**src/rtl/graytobin_sync_pkg.sv**
```systemverilog
// Shared definitions for Gray-pointer crossing logic: decode, popcount and
// the warmup/run state encoding used by the synchronizer front ends.
package graytobin_sync_pkg;

    localparam int unsigned MAXW = 32;

    typedef enum logic {
        WARMUP = 1'b0,
        RUN    = 1'b1
    } sync_state_t;

    // Callers zero-extend narrower pointers; leading zeros decode to zeros.
    function automatic logic [MAXW-1:0] gray2bin(input logic [MAXW-1:0] g);
        logic [MAXW-1:0] b;
        b = '0;
        b[MAXW-1] = g[MAXW-1];
        for (int unsigned i = 1; i < MAXW; i++) begin
            b[MAXW-1-i] = b[MAXW-i] ^ g[MAXW-1-i];
        end
        return b;
    endfunction

    function automatic int unsigned popcount(input logic [MAXW-1:0] v);
        int unsigned n;
        n = 0;
        for (int unsigned i = 0; i < MAXW; i++) begin
            n += 32'(v[i]);
        end
        return n;
    endfunction

endpackage

```
**src/rtl/graytobin_sync_chain.sv**
```systemverilog
// Plain multi-flop synchronizer chain with no logic between stages.
module sync_chain #(
    parameter int unsigned WIDTH  = 4,
    parameter int unsigned STAGES = 2
) (
    input  logic             clk,
    input  logic             rst_n,
    input  logic [WIDTH-1:0] d,
    output logic [WIDTH-1:0] q
);

    logic [STAGES-1:0][WIDTH-1:0] stage;

    always_ff @(posedge clk or negedge rst_n) begin
        if (!rst_n) begin
            stage <= '0;
        end else begin
            stage[0] <= d;
            for (int unsigned k = 1; k < STAGES; k++) begin
                stage[k] <= stage[k-1];
            end
        end
    end

    assign q = stage[STAGES-1];

endmodule

```
**src/rtl/graytobin_sync.sv**
```systemverilog
// Receive-side Gray pointer front end: synchronize, decode to binary, and
// report pointer movement and non-Gray transitions.
module graytobin_sync
    import graytobin_sync_pkg::*;
#(
    parameter int unsigned ADDRLEN     = 4,
    parameter int unsigned SYNC_STAGES = 2
) (
    input  logic               clk,
    input  logic               rst_n,
    input  logic [ADDRLEN-1:0] grayptr_async,
    input  logic               err_clr,
    output logic [ADDRLEN-1:0] grayptr_sync,
    output logic [ADDRLEN-1:0] binptr,
    output logic               ptr_valid,
    output logic               ptr_change,
    output logic [ADDRLEN-1:0] ptr_step,
    output logic               gray_err
);

    localparam int unsigned CW = $clog2(SYNC_STAGES + 1);

    sync_state_t        state, state_next;
    logic [CW-1:0]      warm_cnt, warm_cnt_next;
    logic [ADDRLEN-1:0] stage_last;
    logic [ADDRLEN-1:0] bin_next;
    logic [ADDRLEN-1:0] step_next;
    logic               change_next;
    logic               err_set;

    sync_chain #(
        .WIDTH  (ADDRLEN),
        .STAGES (SYNC_STAGES)
    ) u_chain (
        .clk   (clk),
        .rst_n (rst_n),
        .d     (grayptr_async),
        .q     (stage_last)
    );

    assign bin_next = ADDRLEN'(gray2bin(MAXW'(stage_last)));

    always_comb begin
        state_next    = state;
        warm_cnt_next = warm_cnt;
        change_next   = 1'b0;
        step_next     = '0;
        err_set       = 1'b0;
        case (state)
            WARMUP: begin
                warm_cnt_next = warm_cnt + 1'b1;
                if (warm_cnt == CW'(SYNC_STAGES)) begin
                    state_next = RUN;
                end
            end
            RUN: begin
                // Compared against the registered outputs, so the first real
                // sample after warmup never strobes.
                change_next = (stage_last != grayptr_sync);
                step_next   = change_next ? (bin_next - binptr) : '0;
                err_set     = popcount(MAXW'(stage_last ^ grayptr_sync)) > 1;
            end
            default: state_next = WARMUP;
        endcase
    end

    always_ff @(posedge clk or negedge rst_n) begin
        if (!rst_n) begin
            state        <= WARMUP;
            warm_cnt     <= '0;
            grayptr_sync <= '0;
            binptr       <= '0;
            ptr_change   <= 1'b0;
            ptr_step     <= '0;
            gray_err     <= 1'b0;
        end else begin
            state        <= state_next;
            warm_cnt     <= warm_cnt_next;
            grayptr_sync <= stage_last;
            binptr       <= bin_next;
            ptr_change   <= change_next;
            ptr_step     <= step_next;
            if (err_set) begin
                gray_err <= 1'b1;
            end else if (err_clr) begin
                gray_err <= 1'b0;
            end
        end
    end

    assign ptr_valid = (state == RUN);

endmodule

```
**config.mk**
```make
export PLATFORM = sky130hd
export DESIGN_NAME = graytobin_sync
export DESIGN_NICKNAME = d
export VERILOG_FILES = /design/src/rtl/graytobin_sync_pkg.sv /design/src/rtl/graytobin_sync_chain.sv /design/src/rtl/graytobin_sync.sv
export SDC_FILE = /design/constraint.sdc
export NUM_CORES = 1
export LEC_CHECK = 0
export CORE_MARGIN = 1
export CORE_UTILIZATION = 50
export DETAILED_ROUTE_END_ITERATION = 8
export PLACE_DENSITY = 0.84
export SETUP_SLACK_MARGIN = 0.5
export SYNTH_ARGS = -nofsm -noshare
export SYNTH_HDL_FRONTEND = slang
export SYNTH_SLANG_ARGS = --single-unit
export TNS_END_PERCENT = 30
```
**constraint.sdc**
```tcl
create_clock -name clk -period 3 [get_ports clk]
set_clock_uncertainty 0.1 [all_clocks]
set_input_delay 0.75 -clock clk [delete_from_list [all_inputs] [get_ports clk]]
set_output_delay 0.75 -clock clk [all_outputs]
set_load 0.03 [all_outputs]
```
# Word level (Yosys, flattened, before mapping)

Index checks and enable logic that the tools add are counted.

Add/subtract/negate cells: 33
Order comparisons: 1
Equal/unequal tests: 2
Mux-type cells: 8
Bitwise logic cells: 4
Reduce and logical (&&, ||, !) cells: 1

Operators with widths:

| operator                | number |
|---|---|
| $add A31 B1 Y32 const B | 1 |
| $gt A32 B1 Y1 const B   | 1 |
| $add A30 B1 Y31 const B | 1 |
| $add A29 B1 Y30 const B | 1 |
| $add A28 B1 Y29 const B | 1 |
| $add A27 B1 Y28 const B | 1 |
| $add A26 B1 Y27 const B | 1 |
| $add A25 B1 Y26 const B | 1 |
| $add A24 B1 Y25 const B | 1 |
| $add A23 B1 Y24 const B | 1 |
| $add A22 B1 Y23 const B | 1 |
| $add A21 B1 Y22 const B | 1 |
| $add A20 B1 Y21 const B | 1 |
| $add A19 B1 Y20 const B | 1 |
| $add A18 B1 Y19 const B | 1 |
| $add A17 B1 Y18 const B | 1 |
| $add A16 B1 Y17 const B | 1 |
| $add A15 B1 Y16 const B | 1 |
| $add A14 B1 Y15 const B | 1 |
| $add A13 B1 Y14 const B | 1 |
| $add A12 B1 Y13 const B | 1 |
| $add A11 B1 Y12 const B | 1 |
| $add A10 B1 Y11 const B | 1 |
| $add A9 B1 Y10 const B  | 1 |
| 17 further kinds        | 25 |

Register bits: 25
Input port bits: 7
Output and inout port bits: 15
Word-level logic and storage cells: 58

# Longest topological paths before layout

Depth in word-level cells: 35
Mapped depth: 7
Mapped depth without buffers: 7

# Modules after synthesis

From an unflattened synthesis, not the netlist that was laid out.

Cells, all modules: 69
Area total of the unflattened synthesis: 959.7 µm²

By module, submodules not included:

| module         | times used | cells each | area an instance (µm²) | sequential area each (µm²) |
|---|---|---|---|---|
| graytobin_sync | 1          | 57         | 729.4                  | 400.4 |
| sync_chain     | 1          | 12         | 230.2                  | 200.2 |

# Worst setup path before layout

OpenSTA, ideal clock, no wires.

Kind: register -> register
From: register u_chain.stage, in the netlist u_chain.q[2]
To: register ptr_step[2]
Setup time: 140 ps
Arrival time: 1,755 ps
Slack: 1,005 ps
Stages on the path, launching flop included: 8
Buffers on the path: 0
Path through: dfrtp_1 -> xor2_2 -> xnor2_2 -> xor2_1 -> ha_1 -> fa_1 -> xor2_1 -> nor2_1

Cells in the longest elaborated chain, start to end: 6
Elaborated cells between the ends (all ways): 7
Classes of those cells: add/sub (1); eq/ne (1); mux (2); bitwise (3)

Ends and longest elaborated chain:

| element                           | line                       | RTL |
|---|---|---|
| from (decl)                       | graytobin_sync_chain.sv:12 | `logic [STAGES-1:0][WIDTH-1:0] stage;` |
| from (signal, indexed assignment) | graytobin_sync_chain.sv:20 | `stage[k] <= stage[k-1];` |
| $xor A1 B1 Y1 *                   | graytobin_sync_pkg.sv:18   | `b[MAXW-1-i] = b[MAXW-i] ^ g[MAXW-1-i];` |
| named net bin_next[2]             | graytobin_sync.sv:26       | `logic [ADDRLEN-1:0] bin_next;` |
| $xor A1 B1 Y1 (2 in series)       | graytobin_sync_pkg.sv:18   |  |
| $sub A4 B4 Y4 *                   | graytobin_sync.sv:60       | `step_next = change_next ? (bin_next - binptr) : '0;` |
| $mux W4 *                         | graytobin_sync.sv:60       |  |
| $mux W4 *                         | graytobin_sync.sv:49       | `case (state)` |
| named net step_next[2]            | graytobin_sync.sv:27       | `logic [ADDRLEN-1:0] step_next;` |
| to (signal assigned)              | graytobin_sync.sv:82       | `ptr_step <= step_next;` |
| to (decl)                         | graytobin_sync.sv:17       | `output logic [ADDRLEN-1:0] ptr_step,` |

Mark *: on every way through the listed nets, which the timed path passes. The rest lies on a longest branch.
A chain may end at the register's enable or synchronous reset.

# Worst setup path in the final report

From: register state (netlist: ptr_valid)
To: output ptr_valid

RTL lines:

| element                | line                 | RTL |
|---|---|---|
| from (decl)            | graytobin_sync.sv:23 | `sync_state_t state, state_next;` |
| from (signal assigned) | graytobin_sync.sv:77 | `state <= state_next;` |
| to (decl)              | graytobin_sync.sv:15 | `output logic ptr_valid,` |

No word-level cell between the ends.

==> impl_metrics.json <==
{
  "place_hpwl_um": 950,
  "ys_warn_count": 0,
  "drt-initial-drc-count": 2,
  "r2r_setup_slack_ns": 0.85,
  "maxSlewViolCount": 0,
  "drcViolationCount": 0,
  "syn_to_final_growth_pct": 28.4,
  "syn_inst": 65,
  "clock-root-buffer": "clkbuf_4",
  "die_area_um2": 2040,
  "grt_util_met3_pct": 4.80,
  "drive_gt1_share_pct": 7.87,
  "first_pass_iters": 3,
  "slowest_delay_ns": 0.71,
  "setup_tns_ns": 0,
  "grt-busiest-layer": "met2",
  "synthTopCellsByCount": "24 x dfrtp_1, 8 x inv_1, 5 x ha_1, 5 x xnor2_1, 4 x xor2_1",
  "synth.most_common_cell": "dfrtp_1",
  "vias_per_cell": 4.67,
  "synthXorXnorAreaFrac_pct": 12.0,
  "seq_area_frac_synth_pct": 64.6,
  "synth.area.top_cells": "dfrtp_1 65%, ha_1 6.7%, xnor2_1 4.7%, fa_1 4.3%, xor2_1 3.8%",
  "power_density_nw_per_um2": 632,
  "crit_type": "reg2out",
  "wl_mm": 1.23,
  "synth-edff-count": 0,
  "relSlewSlack_pct": 61.4,
  "cts_tree": "built",
  "mappedNetlistArea_um2": 930,
  "ir_drop_uv": 421,
  "min_from": "u_chain.stage[2]",
  "core_um2": 1730,
  "fin_util_pct": 69.1,
  "die_w_um": 45.1,
  "finalHoldWorstSlack_ns": 0.264,
  "nNetsFinal": 105,
  "yosysTopAreaCell": "dfrtp_1",
  "synth_cell_type_count": 19,
  "syn_area_per_cell_um2": 14.3,
  "tightest_slew_ns": 0.573,
  "cts_inserted_buffers": 3,
  "cp_data_required_time_ns": 2.15,
  "async_reset_ff_share_pct": 100,
  "grt.met2_usage_pct": 23.2,
  "grt_start_max_net_pins": 25,
  "synthSimpleGateAreaFrac_pct": 4.44,
  "synth-seq-cells": 24,
  "insertion_delay_ns": 0.30,
  "postCtsSetupBuffers": 0,
  "max_freq_ghz": 0.430,
  "path_clk_slew_ns": 0.11,
  "end_kind": "output port",
  "crit_buf_inv": 1,
  "hold_path_end": "u_chain.q[2]",
  "cts.sinks": 24,
  "synth_top_area_share_pct": 64.6,
  "grt_pass1_wl_mm": 2.04,
  "r2r_end": "ptr_step[2]",
  "post_cts_resized": 0,
  "crit_fanout": 7,
  "grt_use_met1_pct": 18.0,
  "grt_pass1_vias": 493,
  "setup_viol": 0,
  "num_vias": 532,
  "htreeDepth": 1,
  "hp-class": "reg2reg",
  "cp_top_family": "buffers and inverters",
  "cp_slowest_cell": "clkdlybuf4s50_1",
  "syn-num-nets": 79,
  "hold_viol": 0,
  "gp_congestion": 0.750,
  "io_pins": 22,
  "postRouteAntennaNets": 0,
  "grtUsageTotal_pct": 14.7,
  "num_rows": 15,
  "grt-ovfl-total": 0,
  "initial_utilization_pct": 53.8,
  "synth_top_family_by_area": "XOR/XNOR gates",
  "maxCapViolCount": 0,
  "rsz0062_at_grt": "false",
  "hold_depth": 0,
  "crit_chain": "clkdlybuf4s50_1",
  "synthMuxAreaShare_pct": 0,
  "postCtsHoldBufs": 0,
  "cp.arrival_ns": 1.47,
  "die_y_um": 45.1,
  "synth_ff_type": "dfrtp_1",
  "antenna_found_initial": 0,
  "n_fill_cell": 132,
  "leakage_uw": 0.000537,
  "num_antenna_cells": 0,
  "fin_crit_sh_pct": 77.5,
  "synth-compound-area-share_pct": 3.90,
  "cts.path.max_buffers": 2,
  "synth_fa_ha_area_share_pct": 11.0,
  "port_buffers": 21,
  "layout_min_cycle_time_ns": 2.32,
  "crit_path_start_kind": "register",
  "ff2ff_path_depth": 7,
  "timing.rr.start": "u_chain.q[2]",
  "status": "complete, no violations",
  "wl_per_cell_um": 10.8
}
[layout by cell type, fill, tap and decap left out]
cell type and instances:
o21ai_0 2, a22o_1 1, xor2_2 1, clkdlybuf4s50_1 21
xnor2_2 1, nor2_1 3, buf_4 1, nand3_1 1
o31ai_1 1, inv_1 8, xnor2_1 5, nand2_1 1
nand3b_1 1, nor3b_1 1, fa_1 2, xor2_1 4
clkbuf_4 3, a21oi_1 2, dfrtp_1 24, ha_1 5
or2_2 1
[state kept, by name (all words and copies together), names as in the netlist]
signal	flops
grayptr_sync	3
u_chain.q	4
ptr_change	1
warm_cnt	2
u_chain.stage	4
ptr_valid	1
ptr_step	4
gray_err	1
binptr	4
[cell type report]
class / count / area (um^2) / area share [%]
sequential: 24 / 601 / 50.3
multi-input combinational: 32 / 292 / 24.4
timing repair buffer: 22 / 218 / 18.2
tap: 25 / 31.3 / 2.62
inverter: 8 / 30.0 / 2.52
clock buffer: 3 / 22.5 / 1.89
[worst max-delay path by stage]
stage | slack [ns] | end | depth (start not counted) | start
after global placement | 0.95 | ptr_step[2] | 7 | u_chain.q[2]
after CTS | 0.65 | ptr_valid | 1 | ptr_valid
after floorplan | 1.00 | ptr_step[2] | 7 | u_chain.q[2]
final | 0.68 | ptr_valid | 1 | ptr_valid
after global routing | 0.57 | ptr_valid | 1 | ptr_valid
after detailed placement | 0.87 | ptr_step[2] | 7 | u_chain.q[2]
[metrics by stage]
stage	instance area, um^2	power (uW)	instances	setup slack, ns
floorplan	930	529	65	1.00
global placement	1170	625	111	0.954
detailed placement	1170	631	111	0.866
CTS	1190	766	114	0.646
global route	1190	796	114	0.571
finish	1190	754	114	0.676
[cells by family after synthesis]
logic type,after synthesis
AND/OR/NAND/NOR,8
buffers and inverters,9
flip-flops,24
XOR/XNOR,11
adder cells (fa/ha/maj),7
AO/OA/AOI/OAI,6
[routing by layer]
metal	up-vias	part of all wire (%)
met5	-	0
met4	0	2.0
met3	2	3.9
met2	18	49
met1	258	45
li1	254	-
[report_power, final]
group | switching [uW] | internal [uW] | total [uW]
clock | 85.8 | 46.9 | 133
combinational | 135 | 105 | 240
sequential | 18.5 | 363 | 381
Note: power is estimated with default switching activity, not from simulation.
==> RTL edit, RTL diff (same settings) <==
Change the parameter `SYNC_STAGES` from 2 to 1.
--- a/src/rtl/graytobin_sync.sv
+++ b/src/rtl/graytobin_sync.sv
@@ -4,7 +4,7 @@
     import graytobin_sync_pkg::*;
 #(
     parameter int unsigned ADDRLEN     = 4,
-    parameter int unsigned SYNC_STAGES = 2
+    parameter int unsigned SYNC_STAGES = 1
 ) (
     input  logic               clk,
     input  logic               rst_n,
Formal check against the unedited RTL: not equivalent (Yosys sat finds a counterexample within 4 cycles, from zero or initial values and one cycle with rst_n low).
==> RTL edit against the original RTL <==
  * Clock power decreased by 4%
  * Design area decreased by 14%
  * Power decreased by 9.9%
  * Core utilization increased by 5.2 points
  * Sequential cell count decreased by 5
  * Routed wire length increased by 3.3%
  * Die area decreased by 15%
  * Cell count decreased by 17%
  * Setup slack improved by 0.059 ns
  * Area after synthesis decreased by 16%
  * Critical endpoint unchanged
==> RTL edit: results (changes against the original RTL) <==
| Metric | Value |
|---|---|
| Largest net degree at the start of global routing | 20 (was 25) |
| GP Congestion | 0.747 (was 0.750) |
| Drt first pass iters | 2 (was 3) |
| Leak | 0.457 nW (was 0.537 nW) |
| R2R Setup Slk | 0.87 ns (was 0.85 ns) |
| Seq/Total Area, Yosys | 61.0% (was 64.6%) |
| Share of cells above drive strength 1 | 7.50% (was 7.87%) |
| Cells after DPL | 91 (was 111) |
| Hold Crit Start | warm_cnt (was u_chain.stage[2]) |
| Post-DR wirelength/cell | 13.4 um (was 10.8 um) |
| Cell Count, Final, Fillers Out | 95 (was 114) |
| Placement-stage worst setup slack | 0.854 ns (was 0.866 ns) |
| Status | finished, final reports clean (unchanged) |
| Critical path fanouts, max | 5 (was 7) |
| Worst-Margin Slew | 0.808 ns (was 0.573 ns) |
| Max stage delay on crit path | 0.69 ns (was 0.71 ns) |
| Hold path endpoint | warm_cnt (was u_chain.q[2]) |
| Int Power | 0.449 mW (was 0.515 mW) |
| Seq group | 0.312 mW (was 0.381 mW) |
| Hold Path Depth | 1 (was 0) |
| Most frequent cells after synthesis | 19 x dfrtp_1, 7 x inv_1, 5 x xnor2_1, 4 x ha_1, 4 x xor2_1 (was 24 x dfrtp_1, 8 x inv_1, 5 x ha_1, 5 x xnor2_1, 4 x xor2_1) |
| Switching Fraction | 33.9% (was 31.7%) |
| Fin nets | 94 (was 105) |
| Post-DP HPWL | 933 um (was 950 um) |
| 1st-iter DRT viols | 8 (was 2) |
| Final Hold Slack | 0.365 ns (was 0.264 ns) |
| Synth top area cells | dfrtp_1 61%, ha_1 6.4%, xnor2_1 5.6% (was dfrtp_1 65%, ha_1 6.7%, xnor2_1 4.7%) |
==> RTL edit: cell count changes after synthesis, sizes merged <==
cell / unedited run / this run
o21ai: 2 / 1
dfrtp: 24 / 19
ha: 5 / 4
inv: 8 / 7
nand2: 1 / 0
==> RTL edit: layer usage <==
layer	up-vias	GRT usage (%)	routed length, um
li1	222	-	-
met5	-	0	0
met4	0	3.87	0
met3	0	5.22	53
met2	17	31.9	692
met1	215	19.7	523
==> RTL edit: kinds of logic (layout without fill, tap and decap cells) <==
| family | Yosys count | after routing | synth area share, % |
|---|---|---|---|
| flops | 19 | 19 | 61.0 |
| xor+xnor | 11 | 11 | 14.3 |
| buf+inv | 8 | 32 | 4.33 |
| simple gates | 7 | 7 | 4.82 |
| fa+ha+maj | 6 | 6 | 11.6 |
| compound gates | 5 | 5 | 4.01 |
==> RTL edit: layout make-up <==
cell class	count	area (um2)
clock buffers	4	26.3
fillers	96	355
inverters	7	26.3
multi-input cells	29	270
flip-flops and latches	19	475
well taps	15	18.8
repair buffers	21	210
